<file path="src/rtl/mem_access_stage.sv">
// MEM-stage load/store unit: drives a req/ack data-memory bus, stalls the pipeline
// while an access is outstanding, and returns aligned, extended load data.
module mem_access_stage #(
  parameter int TIMEOUT = 255,
  parameter int TO_W    = 8
) (
  input  logic        clock,
  input  logic        reset,
  input  logic        valid_m,
  input  logic        mem_read_m,
  input  logic        mem_write_m,
  input  logic [2:0]  funct3_m,
  input  logic [31:0] alu_result_m,
  input  logic [31:0] write_data_m,
  output logic        dmem_req,
  output logic        dmem_we,
  output logic [31:0] dmem_addr,
  output logic [3:0]  dmem_be,
  output logic [31:0] dmem_wdata,
  input  logic        dmem_ack,
  input  logic [31:0] dmem_rdata,
  output logic [31:0] read_data_m,
  output logic        stall_m,
  output logic        misaligned_m,
  output logic        bus_error
);

  typedef enum logic [1:0] {IDLE, BUSY, DONE} state_t;

  state_t          state, state_next;
  logic [TO_W-1:0] count;
  logic [2:0]      funct3_q;
  logic [1:0]      lane_q;
  logic            access, bad, timeout;
  logic [3:0]      be_fmt;
  logic [31:0]     wdata_fmt, load_fmt, rdata_shifted;

  // Request decode: legality check, byte enables and lane-replicated store data.
  always_comb begin
    // NOTE: every signal gets a default first so no path leaves it unassigned (no latch).
    access    = valid_m & (mem_read_m | mem_write_m);
    bad       = mem_read_m & mem_write_m;
    be_fmt    = 4'b0000;
    wdata_fmt = write_data_m;
    case (funct3_m)
      3'b000, 3'b100: begin
        be_fmt    = 4'b0001 << alu_result_m[1:0];
        wdata_fmt = {4{write_data_m[7:0]}};
      end
      3'b001, 3'b101: begin
        bad       = bad | alu_result_m[0];
        be_fmt    = alu_result_m[1] ? 4'b1100 : 4'b0011;
        wdata_fmt = {2{write_data_m[15:0]}};
      end
      3'b010: begin
        bad    = bad | (alu_result_m[1:0] != 2'b00);
        be_fmt = 4'b1111;
      end
      default: bad = 1'b1;
    endcase
    if (funct3_m[2] & mem_write_m) bad = 1'b1;
  end

  assign timeout = (count == TO_W'(TIMEOUT - 1));

  // Load formatting uses the funct3 and byte lane captured when the request was issued.
  always_comb begin
    rdata_shifted = dmem_rdata >> {lane_q, 3'b000};
    case (funct3_q)
      3'b000:  load_fmt = {{24{rdata_shifted[7]}}, rdata_shifted[7:0]};
      3'b100:  load_fmt = {24'd0, rdata_shifted[7:0]};
      3'b001:  load_fmt = {{16{rdata_shifted[15]}}, rdata_shifted[15:0]};
      3'b101:  load_fmt = {16'd0, rdata_shifted[15:0]};
      default: load_fmt = dmem_rdata;
    endcase
  end

  always_ff @(posedge clock or posedge reset) begin
    if (reset) state <= IDLE;
    else       state <= state_next;
  end

  always_comb begin
    state_next = state;
    case (state)
      IDLE:    if (access & !bad) state_next = BUSY;
      BUSY:    if (dmem_ack | timeout) state_next = DONE;
      DONE:    state_next = IDLE;
      default: state_next = IDLE;
    endcase
  end

  // Gated by reset so nothing is stalled or flagged while the unit is held in reset.
  always_comb begin
    stall_m      = 1'b0;
    misaligned_m = 1'b0;
    if (!reset) begin
      case (state)
        IDLE: begin
          stall_m      = access & !bad;
          misaligned_m = access & bad;
        end
        BUSY:    stall_m = 1'b1;
        default: stall_m = 1'b0;
      endcase
    end
  end

  // Bus request fields, timeout counter and load result.
  always_ff @(posedge clock or posedge reset) begin
    if (reset) begin
      dmem_req    <= 1'b0;
      dmem_we     <= 1'b0;
      dmem_addr   <= 32'd0;
      dmem_be     <= 4'd0;
      dmem_wdata  <= 32'd0;
      read_data_m <= 32'd0;
      bus_error   <= 1'b0;
      count       <= '0;
      funct3_q    <= 3'd0;
      lane_q      <= 2'd0;
    end else begin
      // NOTE: non-blocking assignments so every register samples pre-edge values.
      bus_error <= 1'b0;
      case (state)
        IDLE: begin
          if (access & !bad) begin
            dmem_req   <= 1'b1;
            dmem_we    <= mem_write_m;
            dmem_addr  <= {alu_result_m[31:2], 2'b00};
            dmem_be    <= be_fmt;
            dmem_wdata <= wdata_fmt;
            funct3_q   <= funct3_m;
            lane_q     <= alu_result_m[1:0];
          end
        end
        BUSY: begin
          count <= count + 1'b1;
          if (dmem_ack) begin
            dmem_req <= 1'b0;
            if (!dmem_we) read_data_m <= load_fmt;
          end else if (timeout) begin
            dmem_req  <= 1'b0;
            bus_error <= 1'b1;
            if (!dmem_we) read_data_m <= 32'd0;
          end
        end
        DONE:    count <= '0;
        default: count <= '0;
      endcase
    end
  end

endmodule

</file>
<file path="config.mk">
export PLATFORM = sky130hd
export DESIGN_NAME = mem_access_stage
export DESIGN_NICKNAME = d
export VERILOG_FILES = /design/src/rtl/mem_access_stage.sv
export SDC_FILE = /design/constraint.sdc
export NUM_CORES = 1
export LEC_CHECK = 0
export ABC_AREA = 1
export CAP_MARGIN = 10
export CORE_ASPECT_RATIO = 1.2
export CORE_MARGIN = 5
export CORE_UTILIZATION = 46
export CTS_CLUSTER_DIAMETER = 200
export DETAILED_ROUTE_END_ITERATION = 8
export PLACE_DENSITY_LB_ADDON = 0.2
export RECOVER_POWER = 100
export SYNTH_ARGS = -nofsm -noshare
export SYNTH_HDL_FRONTEND = slang
export SYNTH_SLANG_ARGS = --single-unit
</file>
<file path="constraint.sdc">
create_clock -name clock -period 5.47 [get_ports clock]
set_clock_uncertainty 0.05 [all_clocks]
set_input_delay 0.8205 -clock clock [delete_from_list [all_inputs] [get_ports clock]]
set_output_delay 0.8205 -clock clock [all_outputs]
set_load 0.005 [all_outputs]
</file>
======== Word-level counts from Yosys, hierarchy flattened ========
Cells that the tools add are included.
word-level totals
  register bits ........................... 116
  logic and storage cells ................. 75
  output and inout bits ................... 105
  input port bits ......................... 105
operators by class
  shift-type cells ........................ 2
  equal/unequal tests ..................... 14
  muxes and demuxes ....................... 25
  bitwise operators ....................... 9
  add/subtract/negate cells ............... 1
  reductions and logical operators ........ 13
operators by type and width
  kind                   number
  $mux W32               4
  $pmux W32 S4           1
  $pmux W32 S2           1
  $shr A32 B5 Y16        1
  $pmux W8 S2            1
  $eq A3 B3 Y1 const B   4
  $pmux W4 S3            1
  $mux W1                10
  $add A8 B1 Y8 const B  1
  $eq A8 B8 Y1 const B   1
  $ne A2 B2 Y1 const B   4
  $eq A3 B1 Y1 const B   2
  $logic_not A3 Y1       2
  $reduce_bool A2 Y1     3
  $and A1 B1 Y1          5
  $mux W2                2
  $mux W4                1
  $or A1 B1 Y1           4
  $pmux W1 S2            2
  $pmux W2 S2            1
  $reduce_and A2 Y1      2
  $reduce_and A4 Y1      1
  $reduce_or A2 Y1       2
  $shl A1 B2 Y4 const A  1
  other kinds (7)        7

======== Longest topological paths before layout ========
Gate-level depths: netlist of run 1.
  depth in word-level cells ............... 8
  depth in mapped cells ................... 12
  gate-level depth less buffers ........... 11

======== Worst setup path before layout of run 1 ========
No wires, ideal clock.
  path kind ............................... input to output
  start ................................... input reset
  end ..................................... output stall_m
  stages on the path ...................... 3
  arrival time ............................ 3594 ps
  data required time ...................... 4600 ps
  slack ................................... 1006 ps
  buffers on the path ..................... 0
  cell sequence ........................... inv_1 nand2_1 a21oi_1
between the ends
  word-level cells in the longest chain between the ends .. 1
ends and longest elaborated chain
  what                line  RTL
  start: declaration  8     input logic reset,
  $mux W1             97    if (!reset) begin
  end: declaration    23    output logic stall_m,
No other way between the ends.

======== Worst setup path after layout of run 1 ========
  start ................................... input funct3_m[1]
  end ..................................... output misaligned_m
between the ends
  word-level cells in the longest chain between the ends .. 7
  elaborated cells between the ends (all ways) .. 12
  classes of those cells .................. 4 x eq/ne; 4 x mux; 1 x bitwise; 3 x reduce/logical
ends and longest elaborated chain
  what                                        line  RTL
  start: declaration                          12    input logic [2:0] funct3_m,
  $eq A3 B1 Y1, or another cell as far along  45    case (funct3_m)
  $reduce_or A2 Y1                            45
  $pmux W1 S3 *                               45
  $mux W1 *                                   61    if (funct3_m[2] & mem_write_m) bad = 1'b1;
  $and A1 B1 Y1 *                             101   misaligned_m = access & bad;
  $mux W1 *                                   98    case (state)
  $mux W1 *                                   97
  end: declaration                            24    output logic misaligned_m,
Mark *: on every way between the ends. The rest lies on a longest branch, timed or not.

==> results of run 1 <==
through the flow:
stage / hold WS (ns) / util, %
2_1_floorplan: 0.383 / -
3_3_place_gp: 0.397 / 63.0
3_5_place_dp: 0.407 / 63.0
4_1_cts: 0.414 / 67.4
5_1_grt: 0.437 / 67.2
6_report: 0.411 / 67.2
registers in the layout, summed over array words and instances (netlist names):
register     count
dmem_be          4
dmem_addr       30
count            8
lane_q           2
read_data_m     32
state            2
bus_error        1
dmem_wdata      32
dmem_we          1
funct3_q         3
dmem_req         1
per-layer routing:
metal / vias up / part of all wire [%]
met2: 227 / 50
met5: - / 0
met1: 2762 / 39
li1: 2894 / -
met4: 0 / 2.3
met3: 37 / 8.2
cell type report:
class | instances | area, sq um
tap | 164 | 205
multi-input combinational | 579 | 2520
inverter | 57 | 216
fill | 1136 | 4160
timing repair buffer | 211 | 2100
sequential | 116 | 2900
clock buffer | 18 | 429
clock inverter | 14 | 131
how the worst max path moves through the flow:
stage,end,depth (start not counted)
2_1_floorplan,stall_m,3
3_3_place_gp,stall_m,8
3_5_place_dp,stall_m,8
4_1_cts,misaligned_m,8
5_1_grt,misaligned_m,9
6_report,misaligned_m,9
report_power, final:
part	switching (mW)	leakage [nW]	internal, mW	total, mW
clock network	0.417	0.263	0.628	1.04
registers	0.195	1.49	1.16	1.35
logic	0.602	2.74	0.634	1.24
total	1.21	4.49	2.42	3.63
logic make-up after synthesis:
| group | count (synthesis) | synth area share [%] |
|---|---|---|
| AO/OA/AOI/OAI | 60 | 5.83 |
| flip-flops | 116 | 48.8 |
| buffers and inverters | 102 | 8.48 |
| AND/OR/NAND/NOR | 515 | 36.4 |
| other | 1 | 0.0630 |
| adder cells (fa/ha/maj) | 2 | 0.421 |
layout by cell type (no fill, tap or decap), types with 3 or more instances in the layout:
master	instances
nor3_1	3
nand3_1	108
clkinvlp_4	4
a21oi_1	20
dfrtp_1	116
or2_0	4
nand2_1	363
nor2_1	25
clkinv_4	5
inv_1	51
clkbuf_16	17
nand2_2	3
o21ai_0	24
clkdlybuf4s50_1	101
dlygate4sd3_1	106
o2111ai_1	4
inv_2	3
nor2_4	3
o211ai_1	11
==> results by group, run 1 <==
Synthesis
  – Synth area leader: dfrtp_1
  – Asr flop ratio synth: 100%
  – EDFF count, synth: 0
  – Cell Area, Synth: about 6000 sq um
  – Mean Syn Cell Area: 7.47 sq um
  – Yosys synthesis warning count: 0
  – Synth Instances: 796
  – Most common library cells after synthesis: nand2_1 (363), dfrtp_1 (116), nand3_1 (104)
  – Most frequent cell after synthesis: nand2_1
  – Prevailing post-synth register cell: dfrtp_1
  – Seq cells post-synth: 116
  – Largest cells by area after synthesis: dfrtp_1 (49%), nand2_1 (23%), nand3_1 (8.8%)
  – Synth top area share: slightly below 50%
  – Post-synth cell types: 29
  – Register area share after synthesis: between 40% and 50%

Place
  – Cell count after placement: 1127
  – DPL Wire Length: ~13000 um
  – Post-Place Setup Slack: 1.74 ns
  – Placer Congestion: 0.913
  – IO buf count: between 200 and 250
  – Placed Area: around 8000 sq um

Worst hold path
  – WHS Endpoint: count[4]$_DFFE_PP0P_
  – Worst hold stages: 1
  – HP Class: reg -> reg
  – Hold Startpoint: count[4]$_DFFE_PP0P_

STA
  – Period utilisation layout: around 74%
  – Max Slew Vio Count: 0
  – Slew at the pin closest to its max-slew limit: 1.49 ns
  – Post-route setup slack: ~1.4 ns
  – Worst slew margin: 0.403%
  – F_max: roughly 250 MHz
  – Setup violators final: 0
  – Final Hold Fails: 0
  – RSZ-0062 raised after global routing: false
  – Setup TNS: 0 ns
  – Minimum clock period: between 4 and 5 ns

Critical path
  – Setup crit end kind: output port
  – Worst Setup SP: funct3_m[1]
  – Crit path max fanout: 12
  – Arrival time at the worst endpoint: 3.20 ns
  – CP cell instances: dlygate4sd3_1, inv_1, nand3_1, clkinv_1, nor2_1, nand3_1, nand4_1, inv_1, dlygate4sd3_1
  – Reg2reg end: dmem_addr[20]$_DFFE_PP0P_
  – Crit path buf inv count: 5
  – Delay-heaviest family, CP: buffers and inverters
  – Worst path slowest cell: dlygate4sd3_1
  – R2r startpoint: state[1]$_DFFE_PP0P_
  – Req. time, crit path: 4.60 ns
  – Crit path kind: in -> out
  – Critical path launch point type: input pin
  – Reg2reg path depth: 5
  – Crit path largest cell delay: ~0.80 ns
  – Flop2flop setup slack: 2.13 ns

Global routing
  – Initial antenna violation count: 0
  – Grt total ovfl: 0
  – Gr busiest metal: met2
  – Vias in the first global route: 5883
  – Largest net degree at the start of global routing: 73
  – Grt met2 use: between 30 and 40%
  – Total Routing Usage GR: 23.8%
  – First-pass GRT wire length: 29100 um
  – GR Util met1: between 20 and 30%
  – Fraction of met3 tracks used by global routing: ~7.6%

Layout
  – Fraction of layout cells with a size suffix above 1: under 10%
  – Design Area, Final: approximately 8500 sq um
  – Final cell count without fillers: approximately 1200
  – Nets@finish: approximately 1100
  – Area Growth Syn to Fin: 43.0%
  – Ant. Diodes: 0

Clock network
  – CTS max path bufs: 2
  – Inserted Clock Buffers: 17
  – CTS tree: done
  – CTS Hold Bufs: 0
  – Clock sink count: between 100 and 150
  – Resize count post-CTS: 0
  – Clock Tree Root: clkbuf_16
  – Clk Latency, worst-skew pair: 0.41 ns
  – Clock transition at path regs: roughly 0.050 ns
  – H-tree depth: 4
  – Setup bufs post-CTS: 0

Route
  – Routed via count: approximately 6000
  – Initial DRC Count: around 360
  – Post-route DRC violation count: 0
  – Vias/cell: between 5 and 6
  – Wire length per cell: about 15 um
  – First-pass iteration count of the detailed router: 5
  – Final wirelength: roughly 18000 um
  – ANT nets after route: 0

Power and ir drop
  – PD cells: about 430 nW/um^2
  – Tot Pwr: ~3.6 mW
  – Peak supply drop: 0.216 mV
  – Leakage power: 4.49 nW

Floorplan
  – Core footprint: 12700 sq um
  – Rows: 45
  – Die width: between 100 and 150 um
  – Num ports: 210
  – Die ar.: between 15000 and 20000 sq um
  – Initial Util: a little under half
  – Die H: 135 um

Job
  – Total of max-cap violations: 1

Outcome
  – Violated checks: capacitance limit
  – Status: finished with violations
No activity file was read; power rests on OpenSTA's default activity.
==> inputs of run 2 (changes only) <==
==> constraint.sdc (replaced) <==
create_clock -name clock -period 3.8 [get_ports clock]
set_clock_uncertainty 0.05 [all_clocks]
set_input_delay 0.57 -clock clock [delete_from_list [all_inputs] [get_ports clock]]
set_output_delay 0.57 -clock clock [all_outputs]
set_load 0.005 [all_outputs]
==> results by group, run 2 (synthesis gave the netlist of run 1 again) <==
Outcome
  – Status: finished with violations
  – Violated checks: capacitance limit, slew limit

Route
  – Initial DRC Count: 325 (-8.5%)
  – Routed via count: 5822 (-1.7%)
  – First-pass iteration count of the detailed router: 5 (unchanged)
  – Post-route DRC violation count: 0 (unchanged)
  – ANT nets after route: 0 (unchanged)
  – Wire length per cell: 15.1 um (-2.4%)
  – Vias/cell: 5.01 (-2.0%)
  – Final wirelength: 17500 um (-2.0%)

Layout
  – Design Area, Final: 8610 sq um (+1.2%)
  – Nets@finish: 1093 (+0.37%)
  – Filler cells: 1113 (-2.0%)
  – Final cell count without fillers: 1163 (+0.35%)
  – Fraction of layout cells with a size suffix above 1: 5.81% (+0.78 points)
  – Util after Layout: 68.0% (+0.82 points)
  – Area Growth Syn to Fin: 44.8%
  – Top flop regs: dmem_wdata x32, read_data_m x32, dmem_addr x30
  – Commonest non-fill, non-tap cell in the layout: nand2_1
  – Ant. Diodes: 0 (unchanged)
  – Commonest cells after routing, fill and taps aside: nand2_1 (364), dfrtp_1 (116), nand3_1 (104), dlygate4sd3_1 (104), clkdlybuf4s50_1 (103)

STA
  – Slew at the pin closest to its max-slew limit: 1.62 ns (+0.129 ns)
  – Worst slew margin: -8.22% (-8.6 points)
  – Period utilisation layout: slightly below 90%
  – Setup violators final: 0 (unchanged)
  – RSZ-0062 raised after global routing: false
  – Max Slew Vio Count: 67 (+67)
  – Minimum clock period: 3.35 ns
  – Final Hold Fails: 0 (unchanged)
  – Setup TNS: 0 ns (unchanged)
  – F_max: 298 MHz

Clock network
  – Clock sink count: 116 (unchanged)
  – Clock Tree Root: clkbuf_16
  – CTS tree: done
  – Clock transition at path regs: 0.05 ns (about the same)
  – Inserted Clock Buffers: 17 (unchanged)
  – CTS Hold Bufs: 0 (unchanged)
  – Clk Latency, worst-skew pair: 0.40 ns (about the same)
  – Setup bufs post-CTS: 0 (unchanged)
  – CTS max path bufs: 2 (unchanged)
  – H-tree depth: 4 (unchanged)
  – Resize count post-CTS: 0 (unchanged)

Critical path
  – Crit path buf inv count: 2 (-3)
  – Req. time, crit path: 3.18 ns (-1.42 ns)
  – CP cell instances: nor2_1, nand4_1, inv_1, dlygate4sd3_1
  – R2r startpoint: state[1]$_DFFE_PP0P_
  – Worst path slowest cell: nor2_1
  – Arrival time at the worst endpoint: 2.73 ns (-0.47 ns)
  – Crit path kind: reg -> out
  – Delay-heaviest family, CP: simple AND/OR/NAND/NOR gates
  – Crit path largest cell delay: 1.01 ns (+0.21 ns)
  – Reg2reg path depth: 6 (+1)
  – Critical path launch point type: flip-flop
  – Setup crit end kind: output port
  – WP depth: 4 (-5)
  – Worst Setup SP: state[1]$_DFFE_PP0P_
  – Crit path max fanout: 21 (+9)

Floorplan
  – Die ar.: 15300 sq um (unchanged)
  – Rows: 45 (unchanged)
  – Num ports: 210 (unchanged)
  – Core footprint: 12700 sq um (unchanged)
  – Die width: 114 um (unchanged)
  – Die H: 135 um (unchanged)
  – Initial Util: 47.0% (unchanged)

Worst hold path
  – Hold Startpoint: read_data_m[2]$_DFFE_PP0P_
  – Worst hold stages: 2 (+1)
  – HP Class: reg -> reg

Global routing
  – Vias in the first global route: 5801 (-1.4%)
  – Initial antenna violation count: 0 (unchanged)
  – Total Routing Usage GR: 23.5% (-0.26 points)
  – Grt total ovfl: 0 (unchanged)
  – First-pass GRT wire length: 28700 um (-1.5%)
  – Largest net degree at the start of global routing: 67 (-8.2%)

Place
  – Placed Area: 8020 sq um (+0.55%)
  – DPL Wire Length: 12600 um (+0.23%)
  – Placer Congestion: 0.889 (-2.6%)
  – Cell count after placement: 1131 (+0.35%)
  – IO buf count: 207 (unchanged)

Job
  – Total of max-cap violations: 1 (unchanged)

Power and ir drop
  – Leakage power: 4.54 nW (+1.0%)
  – PD cells: 622 nW/um^2 (+46%)
  – Peak supply drop: 0.317 mV (+47%)
-- run 2: cell types whose count changed in the layout (fill, tap and decap cells not counted), moves of 2 or more --
cell / delta
nand3_1: -4
nand3_2: +3
bufinv_16: +2
clkdlybuf4s50_1: +2
dlygate4sd3_1: -2
inv_2: +2
-- run 2: path summary, 6_finish.rpt --
check / to / slack, ns
worst min-delay path: read_data_m[2]$_DFFE_PP0P_ / 0.41
worst max-delay path: misaligned_m / 0.45
worst max register to register: dmem_wdata[14]$_DFFE_PP0P_ / 0.53
min in group asynchronous: bus_error$_DFF_PP0_ / 1.27
max in group asynchronous: dmem_be[3]$_DFFE_PP0P_ / 0.86
worst min register to register: read_data_m[2]$_DFFE_PP0P_ / 0.41
-- run 2: worst min-delay path, cell delays in order (launching register included) --
cell,delay [ns]
dfrtp_1,0.33
nand2_1,0.05
nand2_1,0.05
-- run 2: power by group --
group / total (mW) / internal (mW) / switching, mW
sequential: 1.92 / 1.66 / 0.253
combinational: 1.81 / 0.919 / 0.889
clock: 1.63 / 1.04 / 0.590
total: 5.35 / 3.62 / 1.73
-- run 2: metrics by stage --
stage / power [mW] / hold slack (ns) / setup WS [ns]
6_report: 5.35 / 0.413 / 0.449
5_1_grt: 5.73 / 0.437 / 0.252
4_1_cts: 5.59 / 0.418 / 0.600
3_5_place_dp: 3.93 / 0.407 / 0.635
3_3_place_gp: 3.90 / 0.396 / 0.634
2_1_floorplan: 2.78 / 0.383 / 0.556
-- run 2: area by class of cell --
cell class / count / area, sq um / area share (%)
well taps: 164 / 205 / 2.38
clock inverters: 14 / 179 / 2.08
inverters: 57 / 215 / 2.50
repair buffers: 215 / 2140 / 24.8
clock buffers: 18 / 429 / 4.98
multi-input cells: 579 / 2540 / 29.5
flip-flops and latches: 116 / 2900 / 33.7
-- run 2: metal layers --
layer  share of wire, %  track usage [%]
met3                7.4             6.90
met5                  0                0
met1                 41             28.7
met4                2.1             8.25
met2                 50             39.6
